### src/rtl/fir_mac_sequencer.sv
// Sequencer for the FIR core: holds the sample delay line, issues one multiply
// per tap through the shared ALU and accumulates the products into a 32-bit output.
module fir_mac_sequencer #(
  parameter int unsigned TAPS    = 64,
  parameter int unsigned AW      = 6,
  parameter int unsigned ALU_LAT = 2
) (
  input  logic          clk,
  input  logic          rst,
  input  logic          in_valid,
  output logic          in_ready,
  input  logic [15:0]   in_sample,
  output logic [AW-1:0] coef_addr,
  input  logic [15:0]   coef_data,
  output logic [15:0]   alu_a,
  output logic [15:0]   alu_b,
  output logic [1:0]    alu_op_sel,
  input  logic [31:0]   alu_result,
  output logic          out_valid,
  input  logic          out_ready,
  output logic [31:0]   out_data,
  output logic          busy
);

  localparam int unsigned DW    = 16;
  localparam int unsigned ACC_W = 32;

  localparam logic [1:0] S_IDLE  = 2'd0;
  localparam logic [1:0] S_ISSUE = 2'd1;
  localparam logic [1:0] S_DRAIN = 2'd2;
  localparam logic [1:0] S_OUT   = 2'd3;

  localparam logic [1:0] OP_IDLE = 2'b00;
  localparam logic [1:0] OP_MUL  = 2'b01;

  // Every valid-pipe stage except the output stage.
  localparam logic [ALU_LAT-1:0] LOW_MASK = ALU_LAT'((64'd1 << (ALU_LAT - 1)) - 64'd1);

  logic [1:0]         state, state_d;
  logic [AW-1:0]      wr_ptr, wr_ptr_d;
  logic [AW-1:0]      base, base_d;
  logic [AW-1:0]      tap, tap_d;
  logic [AW-1:0]      coef_addr_d;
  logic [AW-1:0]      rd_idx;
  logic [ALU_LAT-1:0] vpipe, vpipe_d;
  logic [ACC_W-1:0]   acc, acc_d;
  logic [ACC_W-1:0]   out_data_d;
  logic [DW-1:0]      alu_a_d, alu_b_d;
  logic [1:0]         op_d;
  logic               out_valid_d, in_ready_d, busy_d;
  logic               wr_en;
  logic               pending;
  logic [DW-1:0]      dly_line [TAPS];

  assign rd_idx  = base - tap;
  assign pending = (alu_op_sel == OP_MUL) || ((vpipe & LOW_MASK) != '0);

  // Next-state and next-output logic. The ROM address runs one cycle ahead of
  // the tap counter so coef_data for tap k is present while tap k is issued.
  always_comb begin
    state_d     = state;
    wr_ptr_d    = wr_ptr;
    base_d      = base;
    tap_d       = tap;
    coef_addr_d = '0;
    vpipe_d     = (vpipe << 1) | ALU_LAT'(alu_op_sel == OP_MUL);
    acc_d       = vpipe[ALU_LAT-1] ? (acc + alu_result) : acc;
    alu_a_d     = '0;
    alu_b_d     = '0;
    op_d        = OP_IDLE;
    out_valid_d = out_valid;
    out_data_d  = out_data;
    wr_en       = 1'b0;

    case (state)
      S_IDLE: begin
        if (in_valid) begin
          wr_en       = 1'b1;
          base_d      = wr_ptr;
          wr_ptr_d    = wr_ptr + AW'(1);
          acc_d       = '0;
          tap_d       = '0;
          coef_addr_d = AW'(1);
          state_d     = S_ISSUE;
        end
      end
      S_ISSUE: begin
        alu_a_d = dly_line[rd_idx];
        alu_b_d = coef_data;
        op_d    = OP_MUL;
        if (tap == AW'(TAPS - 1)) begin
          state_d = S_DRAIN;
        end else begin
          tap_d       = tap + AW'(1);
          coef_addr_d = coef_addr + AW'(1);
        end
      end
      S_DRAIN: begin
        if (!pending) begin
          out_valid_d = 1'b1;
          out_data_d  = acc_d;
          state_d     = S_OUT;
        end
      end
      default: begin
        if (out_ready) begin
          out_valid_d = 1'b0;
          state_d     = S_IDLE;
        end
      end
    endcase

    in_ready_d = (state_d == S_IDLE);
    busy_d     = (state_d != S_IDLE);
  end

  // State and registered outputs.
  always_ff @(posedge clk) begin
    if (!rst) begin
      state      <= S_IDLE;
      wr_ptr     <= '0;
      base       <= '0;
      tap        <= '0;
      coef_addr  <= '0;
      vpipe      <= '0;
      acc        <= '0;
      alu_a      <= '0;
      alu_b      <= '0;
      alu_op_sel <= OP_IDLE;
      out_valid  <= 1'b0;
      out_data   <= '0;
      in_ready   <= 1'b1;
      busy       <= 1'b0;
    end else begin
      state      <= state_d;
      wr_ptr     <= wr_ptr_d;
      base       <= base_d;
      tap        <= tap_d;
      coef_addr  <= coef_addr_d;
      vpipe      <= vpipe_d;
      acc        <= acc_d;
      alu_a      <= alu_a_d;
      alu_b      <= alu_b_d;
      alu_op_sel <= op_d;
      out_valid  <= out_valid_d;
      out_data   <= out_data_d;
      in_ready   <= in_ready_d;
      busy       <= busy_d;
    end
  end

  // Circular sample history; cleared on reset so early outputs see zero history.
  always_ff @(posedge clk) begin
    if (!rst) begin
      for (int i = 0; i < int'(TAPS); i++) begin
        dly_line[i] <= '0;
      end
    end else if (wr_en) begin
      dly_line[wr_ptr] <= in_sample;
    end
  end

endmodule

### config.mk
export PLATFORM = sky130hd
export DESIGN_NAME = fir_mac_sequencer
export DESIGN_NICKNAME = d
export VERILOG_FILES = /design/src/rtl/fir_mac_sequencer.sv
export SDC_FILE = /design/constraint.sdc
export NUM_CORES = 2
export LEC_CHECK = 0
export BUFFER_PORTS_ARGS = -buffer_cell sky130_fd_sc_hd__buf_2
export CAP_MARGIN = 10
export CELL_PAD_IN_SITES_DETAIL_PLACEMENT = 1
export CELL_PAD_IN_SITES_GLOBAL_PLACEMENT = 1
export CORE_ASPECT_RATIO = 0.7
export CORE_MARGIN = 3
export CORE_UTILIZATION = 45
export CTS_BUF_LIST = sky130_fd_sc_hd__clkbuf_16
export CTS_CLUSTER_DIAMETER = 60
export CTS_CLUSTER_SIZE = 14
export DETAILED_ROUTE_END_ITERATION = 8
export PLACE_DENSITY_LB_ADDON = 0.1
export RECOVER_POWER = 25
export SLEW_MARGIN = 20
export SYNTH_ARGS = -nofsm -noshare
export SYNTH_HDL_FRONTEND = slang
export SYNTH_SLANG_ARGS = --single-unit
### constraint.sdc
create_clock -name clk -period 6.7 [get_ports clk]
set_input_delay 0.67 -clock clk [delete_from_list [all_inputs] [get_ports clk]]
set_output_delay 0.67 -clock clk [all_outputs]
set_load 0.005 [all_outputs]
==> results.json <==
{
  "cp.required_ps": 7000,
  "htreeDepth": 3,
  "nNetsFinal": 3745,
  "internal_power_w": 0.0114,
  "p_comb_share_pct": 11.2,
  "critPathArrivalTime_ps": 5670,
  "yosys_warnings": 0,
  "grt_max_degree": 65,
  "post_cts_buffers": 0,
  "clockPowerShare_pct": 35.4,
  "yosysUniqueCellTypes": 66,
  "drt_iter0_drc": 3745,
  "coreArea_sq_mm": 0.116,
  "drive_gt1_share_pct": 18.6,
  "clk_path_buf_depth": 3,
  "p_sw_w": 0.00383,
  "grt_pass1_vias": 33000,
  "fmax_mhz": 186,
  "ir_worst_vdd_v": 0.000232,
  "gp_congestion": 0.831,
  "final.setup_skew_ps": 24.6,
  "sw_frac_of_total_pct": 25.1,
  "die_h_microns": 293,
  "relSlewSlack_pct": -60.7,
  "cts_tree": "built",
  "numCtsBuffers": 97,
  "seqPwrFrac_pct": 53.4,
  "violations": "max-capacitance violations, max-slew violations",
  "power_leakage_nw": 20.6,
  "worst_pin_slew_ps": 2410,
  "syn_avg_cell_area_sq_um": 14.8,
  "synth_seq_area_share_pct": 62.9,
  "clk_latency_ps": 700,
  "grt_antenna_before_repair": 20,
  "stdcell_count": 5241,
  "grt_pass1_wl_microns": 244000,
  "design_area_sq_mm": 0.0583,
  "synth.ff_latch_count": 1152,
  "vias_per_cell": 6.07,
  "p_total_w": 0.0153,
  "finalSetupViolations": 0,
  "routedWlPerCell_microns": 32.3,
  "hold_buffers": 0,
  "drt-total-wl_microns": 169000,
  "maxCapViolCount": 3,
  "final_hold_viol_count": 0,
  "syn-num-nets": 3685,
  "syn-cell-area_sq_mm": 0.0530,
  "die_w_microns": 416,
  "rows": 104,
  "ff_latch_area_sq_mm": 0.0333,
  "critPathKind": "primary input to flop",
  "hold_path.class": "primary input to flop",
  "placedCellCount": 5074,
  "ant_nets": 0,
  "placedInstanceArea_sq_mm": 0.0557,
  "fillerInstances": 11000,
  "overflow": 0,
  "netlist_instances": 3576,
  "multi_input_area_sq_mm": 0.0185,
  "post-dp-hpwl_microns": 102000,
  "synthToLayoutAreaGrowth_pct": 10.1,
  "period_minus_slack_ps": 5370,
  "cts.clk_slew.worst_paths_ps": 70,
  "clkSinkCount": 1152,
  "rsz0062_at_grt": "no",
  "post-route-period-util_pct": 80.1,
  "cellPowerDensity_mw_per_mm2": 262,
  "vias": 31800,
  "worstPathMaxFanout": 37,
  "drc_errors": 0,
  "async_flop_share_pct": 0,
  "cts_resized": 0,
  "status": "finished, violations left",
  "numPortBuffers": 141,
  "drv_slew": 90,
  "initial_core_util_pct": 45.7,
  "die-area_sq_mm": 0.122,
  "drt_pass1_iterations": 5,
  "synth_edf_count": 1024,
  "tns_ps": 0,
  "ys.flop_type": "edfxtp_1",
  "clockRootBuffer": "clkbuf_16",
  "num_io_pins": 143,
  "crit_path_end_kind": "flop",
  "track_usage_pct": 27.8,
  "start_kind": "primary input"
}
-- synth_stat cells (all sizes together) (3+ instances only) --
cell type | number | share of area [%]
and3 | 8 | 0.094
nand3b | 3 | 0.043
a211oi | 50 | 0.72
ha | 39 | 0.92
or3 | 10 | 0.12
a41oi | 4 | 0.10
nor2 | 141 | 1.0
o311a | 3 | 0.057
o21ai | 102 | 0.98
edfxtp | 1024 | 58
dfxtp | 128 | 4.8
buf | 70 | 0.67
nor3 | 14 | 0.13
xnor2 | 28 | 0.49
nand3 | 22 | 0.21
o211ai | 5 | 0.071
and2 | 1044 | 12
a21o | 20 | 0.28
nor3b | 3 | 0.043
or2 | 7 | 0.083
o21a | 3 | 0.057
nor2b | 21 | 0.25
o31ai | 3 | 0.043
nand2 | 61 | 0.43
xor2 | 14 | 0.23
mux2i | 40 | 0.76
nand2b | 18 | 0.21
nand4 | 10 | 0.12
mux4 | 320 | 14
a311oi | 4 | 0.066
a31oi | 3 | 0.035
o21bai | 4 | 0.057
inv | 15 | 0.11
a21oi | 63 | 0.60
clkbuf | 247 | 1.7
-- final cells by class --
type | count | area share, %
clock buffers | 99 | 4.25
multi-input cells | 2091 | 31.8
diodes | 7 | 0.0300
clock inverters | 61 | 0.596
flip-flops and latches | 1152 | 57.1
well taps | 1537 | 3.30
inverters | 16 | 0.103
repair buffers | 278 | 2.84
-- per-stage QoR --
stage / util [%] / setup WS, ps / hold slack [ps]
final: 50.3 / 1330 / 166
after floorplan: - / 3300 / 441
after detailed placement: 48.0 / 2020 / 448
after global routing: 50.3 / 1000 / 144
after global placement: 48.0 / 1560 / 452
after CTS: 50.4 / 1990 / 115
-- logic make-up (layout without fill, tap and decap cells) --
group,Yosys count,in the layout,share of synthesized area [%]
buffers and inverters,333,454,2.53
adders and majority gates,41,41,0.997
other,1,8,0.00708
xor gates and xnor gates,42,42,0.723
and+or+nand+nor,1368,1368,15.2
muxes,362,362,14.4
AOI/OAI and AO/OA,277,277,3.32
DFF,1152,1152,62.9
-- routing by layer --
| layer | wire length, microns | global-route usage, % | vias up | part of all wire, % |
|---|---|---|---|---|
| met4 | 3540 | 5.98 | 0 | 2.1 |
| li1 | - | - | 13200 | - |
| met5 | 0 | 0 | - | 0 |
| met2 | 76400 | 42.6 | 1391 | 45 |
| met1 | 73700 | 41.7 | 17000 | 44 |
| met3 | 15500 | 5.24 | 203 | 9.1 |
-- layout by cell type (no fill, tap or decap), types with 13 or more instances in the layout --
cell type,n
edfxtp_1,1024
buf_4,94
o21ai_0,49
and2_0,194
and2_1,850
nor2_1,109
nand2b_1,17
inv_1,54
nor2_2,26
xnor2_1,24
dfxtp_1,127
nand2_1,61
a211oi_1,49
mux2i_1,40
a21o_1,20
a21oi_1,63
buf_2,87
clkbuf_16,99
mux4_2,320
o21ai_1,49
nor3_1,13
ha_1,38
clkbuf_1,87
nand3_1,22
xor2_1,14
nor2b_1,21
-- worst max-delay path, cell delays in order --
cell and delay, ps:
clkbuf_1 1690, clkinv_1 440, clkbuf_1 650, nor2_1 460, nand3_1 130, clkbuf_1 380, o21ai_1 240, clkbuf_1 980
-- state kept, by name, summed over array words and instances (netlist names) --
signal / flops
in_ready: 1
tap: 6
alu_a: 16
state: 2
vpipe: 2
out_valid: 1
out_data: 32
busy: 1
base: 6
coef_addr: 6
wr_ptr: 6
dly_line: 1024
acc: 32
alu_op_sel: 1
alu_b: 16
-- power groups by stage --
stage	clock, W	combinational (W)	sequential, W
finish	0.00540	0.00171	0.00816
global route	0.00576	0.00179	0.00818
CTS	0.00551	0.00172	0.00816
detailed placement	0	0.00172	0.00831
global placement	0	0.00169	0.00830
floorplan	0	0.00104	0.00826
-- path summary, 6_finish.rpt --
kind,start,to,slack [ps],cells after the start
setup reg to reg,tap[0],alu_a[0],2050,9
hold reg to reg,out_data[15],out_data[15],460,2
hold / removal,coef_data[3],alu_b[3],170,2
setup / recovery,rst,dly_line[43][3],1330,8
Power figures use the tool's default switching activity.
